$ cat config.mk
export PLATFORM = sky130hd
export DESIGN_NAME = regfile_port_ctrl
export DESIGN_NICKNAME = d
export VERILOG_FILES = /design/src/rtl/regfile_pkg.sv /design/src/rtl/regfile_scoreboard.sv /design/src/rtl/regfile_port_ctrl.sv
export SDC_FILE = /design/constraint.sdc
export NUM_CORES = 1
export LEC_CHECK = 0
export ABC_AREA = 1
export CORE_ASPECT_RATIO = 1.5
export CORE_MARGIN = 3
export CORE_UTILIZATION = 37
export DETAILED_ROUTE_END_ITERATION = 8
export PLACE_DENSITY = 0.77
export SLEW_MARGIN = 15
export SYNTH_ARGS = -nofsm -noshare
export SYNTH_HDL_FRONTEND = slang
export SYNTH_SLANG_ARGS = --single-unit
$ cat constraint.sdc
create_clock -name clk -period 1.9 [get_ports clk]
set_input_delay 0.57 -clock clk [delete_from_list [all_inputs] [get_ports clk]]
set_output_delay 0.57 -clock clk [all_outputs]
set_load 0.05 [all_outputs]
$ cat src/rtl/regfile_pkg.sv
// ---------------------------------------------------------------------------
// regfile_pkg
// Shared definitions for the register-file port controller slice.
//   - state_e        : operand-fetch FSM states (IDLE, READ, HOLD)
//   - ZERO_REG       : index of the hard-wired zero register
//   - DEFAULT_DATA_W : default register data width
//   - DEFAULT_ADDR_W : default register index width (NREG = 2**ADDR_W)
// ---------------------------------------------------------------------------
package regfile_pkg;

  localparam int DEFAULT_DATA_W = 32;
  localparam int DEFAULT_ADDR_W = 4;
  localparam int ZERO_REG       = 0;

  typedef enum logic [1:0] {
    IDLE = 2'd0,
    READ = 2'd1,
    HOLD = 2'd2
  } state_e;

endpackage

$ cat src/rtl/regfile_scoreboard.sv
// ---------------------------------------------------------------------------
// regfile_scoreboard
// One busy bit per architectural register. A busy register has an issued
// producer that has not yet written back, so its value must not be read.
// Ports:
//   clk, reset          : clock, synchronous active-high reset (clears all)
//   set_en, set_idx     : mark a destination busy (ignored for the zero reg)
//   clr_en, clr_idx     : writeback completed, clear busy
//   lkup_a_idx/_busy    : combinational lookup port A
//   lkup_b_idx/_busy    : combinational lookup port B
// ---------------------------------------------------------------------------
module regfile_scoreboard
  import regfile_pkg::*;
#(
  parameter int ADDR_W = DEFAULT_ADDR_W
) (
  input  logic              clk,
  input  logic              reset,
  input  logic              set_en,
  input  logic [ADDR_W-1:0] set_idx,
  input  logic              clr_en,
  input  logic [ADDR_W-1:0] clr_idx,
  input  logic [ADDR_W-1:0] lkup_a_idx,
  output logic              lkup_a_busy,
  input  logic [ADDR_W-1:0] lkup_b_idx,
  output logic              lkup_b_busy
);

  localparam int NREG = 2 ** ADDR_W;

  logic [NREG-1:0] busy_q;
  logic [NREG-1:0] busy_d;

  // Lookups read only the registered bits, so a writeback in the same
  // cycle never unblocks a request until the following cycle.
  assign lkup_a_busy = busy_q[lkup_a_idx];
  assign lkup_b_busy = busy_q[lkup_b_idx];

  // Next-state busy vector: the clear is applied first and the set second,
  // so a new producer issued in the same cycle as the old one's writeback
  // keeps the register busy.
  always_comb begin
    busy_d = busy_q;
    if (clr_en) begin
      busy_d[clr_idx] = 1'b0;
    end
    if (set_en && (set_idx != ADDR_W'(ZERO_REG))) begin
      busy_d[set_idx] = 1'b1;
    end
  end

  // Busy state register; reset abandons every outstanding producer.
  always_ff @(posedge clk) begin
    if (reset) begin
      busy_q <= '0;
    end else begin
      busy_q <= busy_d;
    end
  end

endmodule

$ cat src/rtl/regfile_port_ctrl.sv
// ---------------------------------------------------------------------------
// regfile_port_ctrl
// Initiator side of the Register_File read/write ports for the multi-cycle
// core. Fetches two operands per decode request and hands them to execute,
// while passing writebacks straight through to the register file.
// Ports:
//   clk, reset                       : clock, synchronous active-high reset
//   req_valid/req_ready              : decode operand-fetch handshake
//   req_rs, req_rt                   : source register indices
//   req_rd, req_rd_en                : destination marked busy on accept
//   opnd_valid/opnd_ready            : execute operand handshake
//   opnd_a, opnd_b                   : fetched operand values
//   wb_valid/wb_ready, wb_rd/wb_data : writeback request
//   Rs, Rt, Rd, write_value, regwrite: to Register_File
//   read_value1, read_value2         : from Register_File (combinational)
// ---------------------------------------------------------------------------
module regfile_port_ctrl
  import regfile_pkg::*;
#(
  parameter int DATA_W = DEFAULT_DATA_W,
  parameter int ADDR_W = DEFAULT_ADDR_W
) (
  input  logic              clk,
  input  logic              reset,
  input  logic              req_valid,
  output logic              req_ready,
  input  logic [ADDR_W-1:0] req_rs,
  input  logic [ADDR_W-1:0] req_rt,
  input  logic [ADDR_W-1:0] req_rd,
  input  logic              req_rd_en,
  output logic              opnd_valid,
  input  logic              opnd_ready,
  output logic [DATA_W-1:0] opnd_a,
  output logic [DATA_W-1:0] opnd_b,
  input  logic              wb_valid,
  output logic              wb_ready,
  input  logic [ADDR_W-1:0] wb_rd,
  input  logic [DATA_W-1:0] wb_data,
  output logic [ADDR_W-1:0] Rs,
  output logic [ADDR_W-1:0] Rt,
  output logic [ADDR_W-1:0] Rd,
  output logic [DATA_W-1:0] write_value,
  output logic              regwrite,
  input  logic [DATA_W-1:0] read_value1,
  input  logic [DATA_W-1:0] read_value2
);

  state_e            state_q, state_d;
  logic [ADDR_W-1:0] rs_q, rs_d;
  logic [ADDR_W-1:0] rt_q, rt_d;
  logic [DATA_W-1:0] opnd_a_q, opnd_a_d;
  logic [DATA_W-1:0] opnd_b_q, opnd_b_d;

  logic rs_busy;
  logic rt_busy;
  logic req_accept;
  logic busy_set;
  logic wb_accept;
  logic fwd_a;
  logic fwd_b;

  // Writeback is a pure pass-through; a write to the zero register still
  // completes its handshake but never raises the write enable.
  assign wb_ready    = ~reset;
  assign wb_accept   = wb_valid & wb_ready;
  assign Rd          = wb_rd;
  assign write_value = wb_data;
  assign regwrite    = wb_accept & (wb_rd != ADDR_W'(ZERO_REG));

  assign req_accept = req_valid & req_ready;
  assign busy_set   = req_accept & req_rd_en & (req_rd != ADDR_W'(ZERO_REG));

  regfile_scoreboard #(
    .ADDR_W (ADDR_W)
  ) u_scoreboard (
    .clk         (clk),
    .reset       (reset),
    .set_en      (busy_set),
    .set_idx     (req_rd),
    .clr_en      (wb_accept),
    .clr_idx     (wb_rd),
    .lkup_a_idx  (req_rs),
    .lkup_a_busy (rs_busy),
    .lkup_b_idx  (req_rt),
    .lkup_b_busy (rt_busy)
  );

  // The register file writes at the same edge we sample, so a matching
  // writeback must be forwarded. regwrite already excludes the zero
  // register, so a match here implies a nonzero source.
  assign fwd_a = regwrite & (wb_rd == rs_q);
  assign fwd_b = regwrite & (wb_rd == rt_q);

  // Next-state and handshake outputs for the fetch FSM.
  always_comb begin
    state_d   = state_q;
    rs_d      = rs_q;
    rt_d      = rt_q;
    opnd_a_d  = opnd_a_q;
    opnd_b_d  = opnd_b_q;
    req_ready = 1'b0;
    unique case (state_q)
      IDLE: begin
        req_ready = ~reset & ~rs_busy & ~rt_busy;
        if (req_valid && req_ready) begin
          rs_d    = req_rs;
          rt_d    = req_rt;
          state_d = READ;
        end
      end
      READ: begin
        opnd_a_d = fwd_a ? wb_data : read_value1;
        opnd_b_d = fwd_b ? wb_data : read_value2;
        state_d  = HOLD;
      end
      HOLD: begin
        if (opnd_ready) begin
          state_d = IDLE;
        end
      end
      default: begin
        state_d = IDLE;
      end
    endcase
  end

  // Operands are gated by reset so an abandoned fetch is never presented.
  assign opnd_valid = (state_q == HOLD) & ~reset;
  assign opnd_a     = opnd_a_q;
  assign opnd_b     = opnd_b_q;
  assign Rs         = rs_q;
  assign Rt         = rt_q;

  // FSM state, latched source indices and captured operands.
  always_ff @(posedge clk) begin
    if (reset) begin
      state_q  <= IDLE;
      rs_q     <= '0;
      rt_q     <= '0;
      opnd_a_q <= '0;
      opnd_b_q <= '0;
    end else begin
      state_q  <= state_d;
      rs_q     <= rs_d;
      rt_q     <= rt_d;
      opnd_a_q <= opnd_a_d;
      opnd_b_q <= opnd_b_d;
    end
  end

endmodule
==> metrics.txt, run 1 <==
# TYPE chip_impl_metric gauge
chip_impl_info{name="outcome",value="finished, violations left"} 1
chip_impl_info{name="violations",value="setup timing"} 1
chip_impl_metric{name="num_antenna_cells",unit=""} 0
chip_impl_metric{name="total_buffers_and_inverters_traversed_by_the_critical_path",unit=""} 3
chip_impl_metric{name="cap_violations",unit=""} 0
chip_impl_info{name="critPathCaptureType",value="primary output"} 1
chip_impl_metric{name="ir_drop",unit="V"} 0.000365
chip_impl_metric{name="internal-power",unit="W"} 0.00366
chip_impl_metric{name="routed_via_density",unit=""} 5.03
chip_impl_metric{name="postLayoutCoreUtil",unit="%"} 66.0
chip_impl_info{name="cts_root_buffer",value="sky130_fd_sc_hd__clkbuf_16"} 1
chip_impl_metric{name="r2r.worst_path.cells",unit=""} 11
chip_impl_metric{name="cts_buffer_count",unit=""} 9
chip_impl_metric{name="sequential_cell_area",unit="sq um"} 1800
chip_impl_metric{name="global_route.overflow_total",unit=""} 0
chip_impl_metric{name="hpwlAfterDp",unit="microns"} 13600
chip_impl_info{name="rsz0062_at_grt",value="yes"} 1
chip_impl_info{name="crit_slowest_cell",value="sky130_fd_sc_hd__nor3_4"} 1
chip_impl_metric{name="drt-initial-drc-count",unit=""} 216
chip_impl_metric{name="synth.net_count",unit=""} 824
chip_impl_metric{name="detail_route.first_pass.iterations",unit=""} 4
chip_impl_metric{name="power_frac_comb",unit="%"} 32.7
chip_impl_metric{name="floorplan.initialDensity",unit="%"} 38.2
chip_impl_info{name="hold-path-endpoint",value="u_scoreboard.busy_q[13]"} 1
chip_impl_metric{name="layout_setup_ws",unit="ps"} -287
chip_impl_metric{name="netlist_area",unit="sq um"} 4830
chip_impl_metric{name="final_design_area_no_fill",unit="sq um"} 8340
chip_impl_metric{name="die_w",unit="microns"} 99.3
chip_impl_metric{name="die_h",unit="microns"} 146
chip_impl_metric{name="finClkSkew",unit="ps"} 7.41
chip_impl_metric{name="crit_fanout",unit=""} 7
chip_impl_metric{name="groute.usage.overall",unit="%"} 23.9
chip_impl_info{name="path_delay_family",value="simple AND/OR/NAND/NOR gates"} 1
chip_impl_metric{name="worst-endpoint-arrival",unit="ps"} 1620
chip_impl_metric{name="wl",unit="microns"} 18200
chip_impl_metric{name="ys_seq_area_share",unit="%"} 37.3
chip_impl_metric{name="path_clk_slew",unit="ps"} 60
chip_impl_metric{name="yosys.area_share.adder",unit="%"} 0
chip_impl_metric{name="power_switching_share",unit="%"} 34.1
chip_impl_metric{name="gp_routability_congestion",unit=""} 0.918
chip_impl_metric{name="antenna_violating_nets_post_route",unit=""} 0
chip_impl_metric{name="maxSlewViolCount",unit=""} 0
chip_impl_metric{name="ff2ff_setup_slack",unit="ps"} 110
chip_impl_metric{name="multi_input_comb_area",unit="sq um"} 2340
chip_impl_metric{name="pwr-share-seq",unit="%"} 37.0
chip_impl_metric{name="routed-via-count",unit=""} 5673
chip_impl_metric{name="synthXorXnorAreaFrac",unit="%"} 1.09
chip_impl_metric{name="post_synth_num_cell_types",unit=""} 30
chip_impl_metric{name="setup-violations-final",unit=""} 1
chip_impl_metric{name="slowest_delay",unit="ps"} 190
chip_impl_metric{name="clockBufferDepth",unit=""} 2
chip_impl_info{name="r2r_start",value="u_scoreboard.busy_q[0]"} 1
chip_impl_metric{name="clock_power_share",unit="%"} 30.3
chip_impl_metric{name="share_of_final_layout_standard_cells_stronger_than_drive_strength_1",unit="%"} 27.9
chip_impl_metric{name="via_count_of_the_first_global_routing_pass",unit=""} 5575
chip_impl_metric{name="clock_insertion_delay_at_the_later_pin_of_the_skew_report",unit="ps"} 340
chip_impl_info{name="timing_worst_setup_path_type",value="primary input to primary output"} 1
chip_impl_metric{name="power_per_cell_area",unit="nW/um^2"} 667
chip_impl_info{name="grt_busiest_layer",value="met2"} 1
chip_impl_metric{name="floorplan.rows",unit=""} 50
chip_impl_info{name="layout.cells.most_common_list",value="sky130_fd_sc_hd__nand2_1 (187), sky130_fd_sc_hd__buf_4 (153), sky130_fd_sc_hd__clkdlybuf4s50_1 (102)"} 1
chip_impl_metric{name="switching_power",unit="W"} 0.00190
chip_impl_metric{name="maximum_number_of_pins_on_one_net_before_global_route_repair",unit=""} 96
chip_impl_metric{name="syn_avg_cell_area",unit="sq um"} 6.84
chip_impl_metric{name="finish.net_count",unit=""} 1084
chip_impl_info{name="path_common_cell",value="sky130_fd_sc_hd__buf_6"} 1
chip_impl_metric{name="global_route_wire_length_before_repair",unit="microns"} 28100
chip_impl_metric{name="grt_antenna_before_repair",unit=""} 0
chip_impl_info{name="worst_min_delay_path_startpoint",value="u_scoreboard.busy_q[13]"} 1
chip_impl_metric{name="io_pins",unit=""} 230
chip_impl_metric{name="number_of_warnings_issued_by_yosys",unit=""} 0
chip_impl_metric{name="postSynthRegisterBits",unit=""} 90
chip_impl_info{name="tritoncts",value="done"} 1
chip_impl_metric{name="placed_area",unit="sq um"} 7730
chip_impl_metric{name="drt_drc_violations_left",unit=""} 0
chip_impl_metric{name="grt.met1_usage",unit="%"} 25.9
chip_impl_metric{name="dieArea",unit="sq um"} 14500
chip_impl_metric{name="tns",unit="ps"} -287
chip_impl_metric{name="clock_sink_count",unit=""} 90
chip_impl_metric{name="filler_cell_count",unit=""} 1075
chip_impl_metric{name="yosys-mux-area-fraction",unit="%"} 0
chip_impl_metric{name="max_freq",unit="MHz"} 457
chip_impl_info{name="critical_path.reg2reg.endpoint",value="Rs[0]"} 1
chip_impl_metric{name="worst_ep_required_time",unit="ps"} 1330
chip_impl_metric{name="max-slew-margin-rel",unit="%"} 74.9
chip_impl_info{name="critical_path.cell_chain",value="buf_6 > buf_6 > o211ai_1 > nand3_1 > nand3_2 > nand2_4 > nor3_4 > buf_12"} 1
chip_impl_metric{name="grtUsageMet3",unit="%"} 5.71
chip_impl_info{name="main_combinational_cell_family_by_area_after_synthesis",value="simple AND/OR/NAND/NOR gates"} 1
chip_impl_metric{name="layout_min_cycle_time",unit="ps"} 2190
chip_impl_metric{name="area.growth.synth_to_final",unit="%"} 72.6
chip_impl_info{name="hold_path.class",value="flip-flop to flip-flop"} 1
chip_impl_info{name="most_common_cell_after_layout_fill_and_taps_aside",value="sky130_fd_sc_hd__nand2_1"} 1
chip_impl_metric{name="synth-simple-area-share",unit="%"} 27.8
chip_impl_metric{name="htree_num_levels",unit=""} 3
chip_impl_metric{name="syn-instance-count",unit=""} 706
chip_impl_info{name="start_kind",value="primary input"} 1
chip_impl_metric{name="portBuffers",unit=""} 229
chip_impl_metric{name="period_share",unit="%"} 115
chip_impl_metric{name="design.core.area",unit="sq um"} 12600
chip_impl_metric{name="worstHoldPathCells",unit=""} 2
chip_impl_metric{name="tightest_slew",unit="ps"} 376
chip_impl_metric{name="wl_per_cell",unit="microns"} 16.1
chip_impl_metric{name="standby_leakage_power",unit="nW"} 3.94
chip_impl_metric{name="grt_use_met2",unit="%"} 43.2
chip_impl_metric{name="hold_viol_final",unit=""} 0
chip_impl_metric{name="compound_cell_area_share_of_the_yosys_netlist",unit="%"} 17.5
## worst min-delay path: stages, from the launching register on
cell	delay [ps]
sky130_fd_sc_hd__dfxtp_1	310
sky130_fd_sc_hd__o21ai_0	70
sky130_fd_sc_hd__a21oi_1	60
## cell usage after synthesis (all sizes together)
master / n / area (sq um)
a31oi: 36 / 225
nand4: 15 / 93.8
nand3: 50 / 265
a21oi: 17 / 85.1
o31ai: 1 / 7.51
inv: 76 / 285
a21boi: 1 / 7.51
clkbuf: 27 / 103
buf: 55 / 402
xor2: 6 / 52.6
dfxtp: 90 / 1800
o21a: 1 / 7.51
nand2: 193 / 742
nand3b: 1 / 7.51
o211ai: 34 / 255
or2: 2 / 12.5
o21ai: 51 / 255
nor3: 5 / 35.0
nor2: 45 / 188
## worst max path at each step
stage,startpoint,endpoint,slack (ps),cells after the start
5_1_grt,req_rs[0],req_ready,-350,8
6_report,req_rs[0],req_ready,-290,8
2_1_floorplan,req_rs[0],req_ready,-310,7
4_1_cts,req_rs[0],req_ready,-280,8
3_3_place_gp,req_rt[0],req_ready,-750,9
3_5_place_dp,req_rt[0],req_ready,-770,10
## cells by family (layout without fill, tap and decap cells)
family	after synthesis	after routing
simple gates	311	311
buf+inv	158	423
compound gates	141	141
flops	90	90
xor+xnor	6	6
## power groups by stage
stage	sequential, W	combinational, W	clock [W]
global route	0.00207	0.00192	0.00180
floorplan	0.00244	0.000612	0
global placement	0.00210	0.00174	0
finish	0.00206	0.00182	0.00168
CTS	0.00206	0.00179	0.00171
detailed placement	0.00210	0.00176	0
## timing repair
| item | CTS | global route |
|---|---|---|
| pin swaps | 17 | 5 |
| hold buffers | 0 | 0 |
| gates resized for setup | 53 | 27 |
| setup endpoints to repair | 97 | 55 |
| endpoints found under the hold margin | 0 | 0 |
| gates cloned | 1 | 3 |
| buffers inserted | 17 | 3 |
## sequential cells by signal, summed over array words and instances (netlist names)
name and count:
state_q 2, Rt 4, Rs 4, opnd_b 32, opnd_a 32, u_scoreboard.busy_q 16
## layout make-up
class / count / area share (%)
timing repair buffer: 331 / 41.0
clock buffer: 9 / 2.70
sequential: 90 / 21.6
clock inverter: 7 / 0.615
multi-input combinational: 458 / 28.1
inverter: 76 / 3.62
tap: 156 / 2.34
## layer usage
layer  wire length, microns  up-vias
met5                      0        -
met4                    775        0
met3                   1190       53
met2                   9620      231
met1                   6590     2583
li1                       -     2806
## stage by stage
stage	setup slack, ps	cells	hold slack [ps]	power (W)
global placement	-749	1089	461	0.00384
global route	-355	1127	506	0.00579
detailed placement	-770	1089	467	0.00385
finish	-287	1127	483	0.00556
floorplan	-309	706	441	0.00305
CTS	-276	1122	477	0.00555
No activity file was read; power rests on OpenSTA's default activity.
==> run 2: changes to the inputs <==
GPL_TIMING_DRIVEN = 0   (was not set)
==> run 2 against run 1 <==
Against the previous run: cell area is 7.6% lower; highest routed layer unchanged; clock power is 5% higher; maximum frequency is 1.8% lower; worst hold slack worse by 20 ps; cell count is 1.2% lower; sequential power hardly changed; setup slack worse by 40 ps; critical path depth is 2 lower; core utilization is 5.0 points lower; largest power group unchanged; wire length is 0.43% higher; the run still ends with setup timing left; clock skew is 1.5 ps higher; power is 2.4% lower; largest cell class unchanged.
==> metrics.txt, run 2 (synthesis gave the netlist of run 1 again) <==
# TYPE chip_impl_metric gauge
chip_impl_metric{name="clock_insertion_delay_at_the_later_pin_of_the_skew_report",unit="ps"} 330
chip_impl_metric{name="worst_ep_required_time",unit="ps"} 1330
chip_impl_metric{name="ir_drop",unit="V"} 0.000445
chip_impl_info{name="path_delay_family",value="simple AND/OR/NAND/NOR gates"} 1
chip_impl_metric{name="design.core.area",unit="sq um"} 12600
chip_impl_metric{name="dieArea",unit="sq um"} 14500
chip_impl_metric{name="hold_viol_final",unit=""} 0
chip_impl_metric{name="maximum_number_of_pins_on_one_net_before_global_route_repair",unit=""} 20
chip_impl_metric{name="cts-hold-fix-buffers",unit=""} 0
chip_impl_metric{name="multi_input_comb_area",unit="sq um"} 2300
chip_impl_info{name="hold_path.class",value="primary input to flip-flop"} 1
chip_impl_metric{name="io_pins",unit=""} 230
chip_impl_metric{name="standby_leakage_power",unit="nW"} 3.86
chip_impl_metric{name="postLayoutCoreUtil",unit="%"} 61.0
chip_impl_info{name="crit_slowest_cell",value="sky130_fd_sc_hd__dlygate4sd2_1"} 1
chip_impl_metric{name="routed_via_density",unit=""} 4.95
chip_impl_metric{name="power_per_cell_area",unit="nW/um^2"} 705
chip_impl_metric{name="clock_sink_count",unit=""} 90
chip_impl_metric{name="die_w",unit="microns"} 99.3
chip_impl_info{name="tritoncts",value="done"} 1
chip_impl_metric{name="finish.net_count",unit=""} 1070
chip_impl_metric{name="placed_area",unit="sq um"} 7310
chip_impl_info{name="critical_path.cell_chain",value="dlygate4sd2_1 > nand3_1 > nand3b_1 > nand3_4 > nor3_4 > buf_6"} 1
chip_impl_metric{name="path_clk_slew",unit="ps"} 60
chip_impl_metric{name="switching_power",unit="W"} 0.00179
chip_impl_metric{name="layout_min_cycle_time",unit="ps"} 2230
chip_impl_info{name="layout.cells.most_common_list",value="sky130_fd_sc_hd__nand2_1 (188), sky130_fd_sc_hd__dlygate4sd2_1 (110), sky130_fd_sc_hd__dfxtp_1 (90)"} 1
chip_impl_metric{name="finClkSkew",unit="ps"} 8.89
chip_impl_metric{name="worst-endpoint-arrival",unit="ps"} 1660
chip_impl_info{name="outcome",value="finished, violations left"} 1
chip_impl_metric{name="floorplan.rows",unit=""} 50
chip_impl_metric{name="tightest_slew",unit="ps"} 595
chip_impl_metric{name="drt_drc_violations_left",unit=""} 0
chip_impl_metric{name="cts_buffer_count",unit=""} 9
chip_impl_metric{name="cap_violations",unit=""} 0
chip_impl_metric{name="fin_cells",unit=""} 1113
chip_impl_metric{name="clock_power_share",unit="%"} 32.5
chip_impl_metric{name="drt-initial-drc-count",unit=""} 168
chip_impl_metric{name="grt_antenna_before_repair",unit=""} 0
chip_impl_metric{name="pwr-share-seq",unit="%"} 37.8
chip_impl_metric{name="setup-violations-final",unit=""} 1
chip_impl_metric{name="global_route.overflow_total",unit=""} 0
chip_impl_metric{name="via_count_of_the_first_global_routing_pass",unit=""} 5627
chip_impl_metric{name="routed-via-count",unit=""} 5505
chip_impl_metric{name="whs",unit="ps"} 464
chip_impl_info{name="critPathCaptureType",value="primary output"} 1
chip_impl_info{name="rsz0062_at_grt",value="yes"} 1
chip_impl_metric{name="filler_cell_count",unit=""} 1202
chip_impl_metric{name="power_switching_share",unit="%"} 33.0
chip_impl_metric{name="final_design_area_no_fill",unit="sq um"} 7700
chip_impl_metric{name="gp_routability_congestion",unit=""} 0.913
chip_impl_metric{name="floorplan.initialDensity",unit="%"} 38.2
chip_impl_metric{name="power_frac_comb",unit="%"} 29.7
chip_impl_metric{name="area.growth.synth_to_final",unit="%"} 59.4
chip_impl_metric{name="internal-power",unit="W"} 0.00364
chip_impl_info{name="start_kind",value="primary input"} 1
chip_impl_metric{name="max-slew-margin-rel",unit="%"} 60.5
chip_impl_metric{name="wl",unit="microns"} 18300
chip_impl_metric{name="period_share",unit="%"} 117
chip_impl_metric{name="placed_cells_incl_taps",unit=""} 1086
chip_impl_metric{name="hpwlAfterDp",unit="microns"} 14700
chip_impl_info{name="timing_worst_setup_path_type",value="primary input to primary output"} 1
chip_impl_info{name="most_common_cell_after_layout_fill_and_taps_aside",value="sky130_fd_sc_hd__nand2_1"} 1
chip_impl_metric{name="total_power",unit="W"} 0.00543
chip_impl_metric{name="share_of_final_layout_standard_cells_stronger_than_drive_strength_1",unit="%"} 17.2
chip_impl_metric{name="portBuffers",unit=""} 224
chip_impl_metric{name="global_route_wire_length_before_repair",unit="microns"} 28900
chip_impl_metric{name="slowest_delay",unit="ps"} 300
chip_impl_metric{name="groute.usage.overall",unit="%"} 25.0
chip_impl_metric{name="sequential_cell_area",unit="sq um"} 1800
chip_impl_metric{name="htree_num_levels",unit=""} 3
chip_impl_metric{name="total_buffers_and_inverters_traversed_by_the_critical_path",unit=""} 2
chip_impl_metric{name="wl_per_cell",unit="microns"} 16.4
chip_impl_metric{name="detail_route.first_pass.iterations",unit=""} 4
chip_impl_metric{name="die_h",unit="microns"} 146
chip_impl_metric{name="layout_setup_ws",unit="ps"} -326
chip_impl_metric{name="maxSlewViolCount",unit=""} 0
chip_impl_metric{name="crit_fanout",unit=""} 4
chip_impl_metric{name="max_freq",unit="MHz"} 449
chip_impl_metric{name="clockBufferDepth",unit=""} 2
chip_impl_metric{name="antenna_violating_nets_post_route",unit=""} 0
chip_impl_info{name="violations",value="setup timing"} 1
chip_impl_info{name="cts_root_buffer",value="sky130_fd_sc_hd__clkbuf_16"} 1
-- run 2: changes by cell type in the layout (fill, tap and decap cells not counted), sizes merged --
cell / previous run / this run
buf: 216 / 102
dlygate4sd2: 6 / 110
clkdlybuf4s50: 102 / 72
clkbuf: 14 / 41
clkinvlp: 3 / 1
bufinv: 0 / 1
clkdlybuf4s15: 2 / 3
clkinv: 3 / 2
diode: 0 / 1
inv: 77 / 76
-- run 2: path summary, 6_finish.rpt --
check | from | endpoint | slack [ps] | cells after the start
setup / recovery | req_rt[2] | req_ready | -330 | 6
hold / removal | reset | u_scoreboard.busy_q[5] | 460 | 2
setup reg to reg | u_scoreboard.busy_q[5] | Rt[3] | 120 | 12
hold reg to reg | u_scoreboard.busy_q[7] | u_scoreboard.busy_q[7] | 480 | 2
-- run 2: routing by layer --
metal / share of wire (%) / up-vias / track usage [%]
li1: - / 2774 / -
met1: 35 / 2517 / 25.7
met2: 55 / 188 / 47.1
met3: 6.7 / 26 / 6.14
met4: 2.7 / 0 / 10.3
met5: 0 / - / 0
-- run 2: power by group through the flow --
stage	Sequential (W)	Combinational, W	Clock [W]
2_1_floorplan	0.00244	0.000612	0
3_3_place_gp	0.00209	0.00164	0
3_5_place_dp	0.00210	0.00165	0
4_1_cts	0.00205	0.00160	0.00180
5_1_grt	0.00206	0.00171	0.00187
6_report	0.00205	0.00161	0.00176
-- run 2: metrics by stage --
stage / setup slack, ps / TNS [ps]
2_1_floorplan: -309 / -309
3_3_place_gp: -1500 / -87760
3_5_place_dp: -1490 / -89350
4_1_cts: -347 / -347
5_1_grt: -373 / -391
6_report: -326 / -326
-- run 2: timing repair --
item / CTS / global route
resized for setup: 400 / 35
setup buffers: 6 / 4
pin swaps: 9 / 8
cloned: 2 / 0
endpoints found under the setup margin: 200 / 77
-- run 2: layout make-up --
| type | instances | area share, % |
|---|---|---|
| Inverter | 76 | 3.77 |
| Timing Repair Buffer | 236 | 29.4 |
| Sequential cell | 90 | 23.4 |
| Antenna cell | 1 | 0.0325 |
| Multi-Input combinational cell | 458 | 29.8 |
| Buffer | 81 | 7.21 |
| Tap cell | 156 | 2.53 |
| Clock inverter | 4 | 0.666 |
| Clock buffer | 11 | 3.15 |
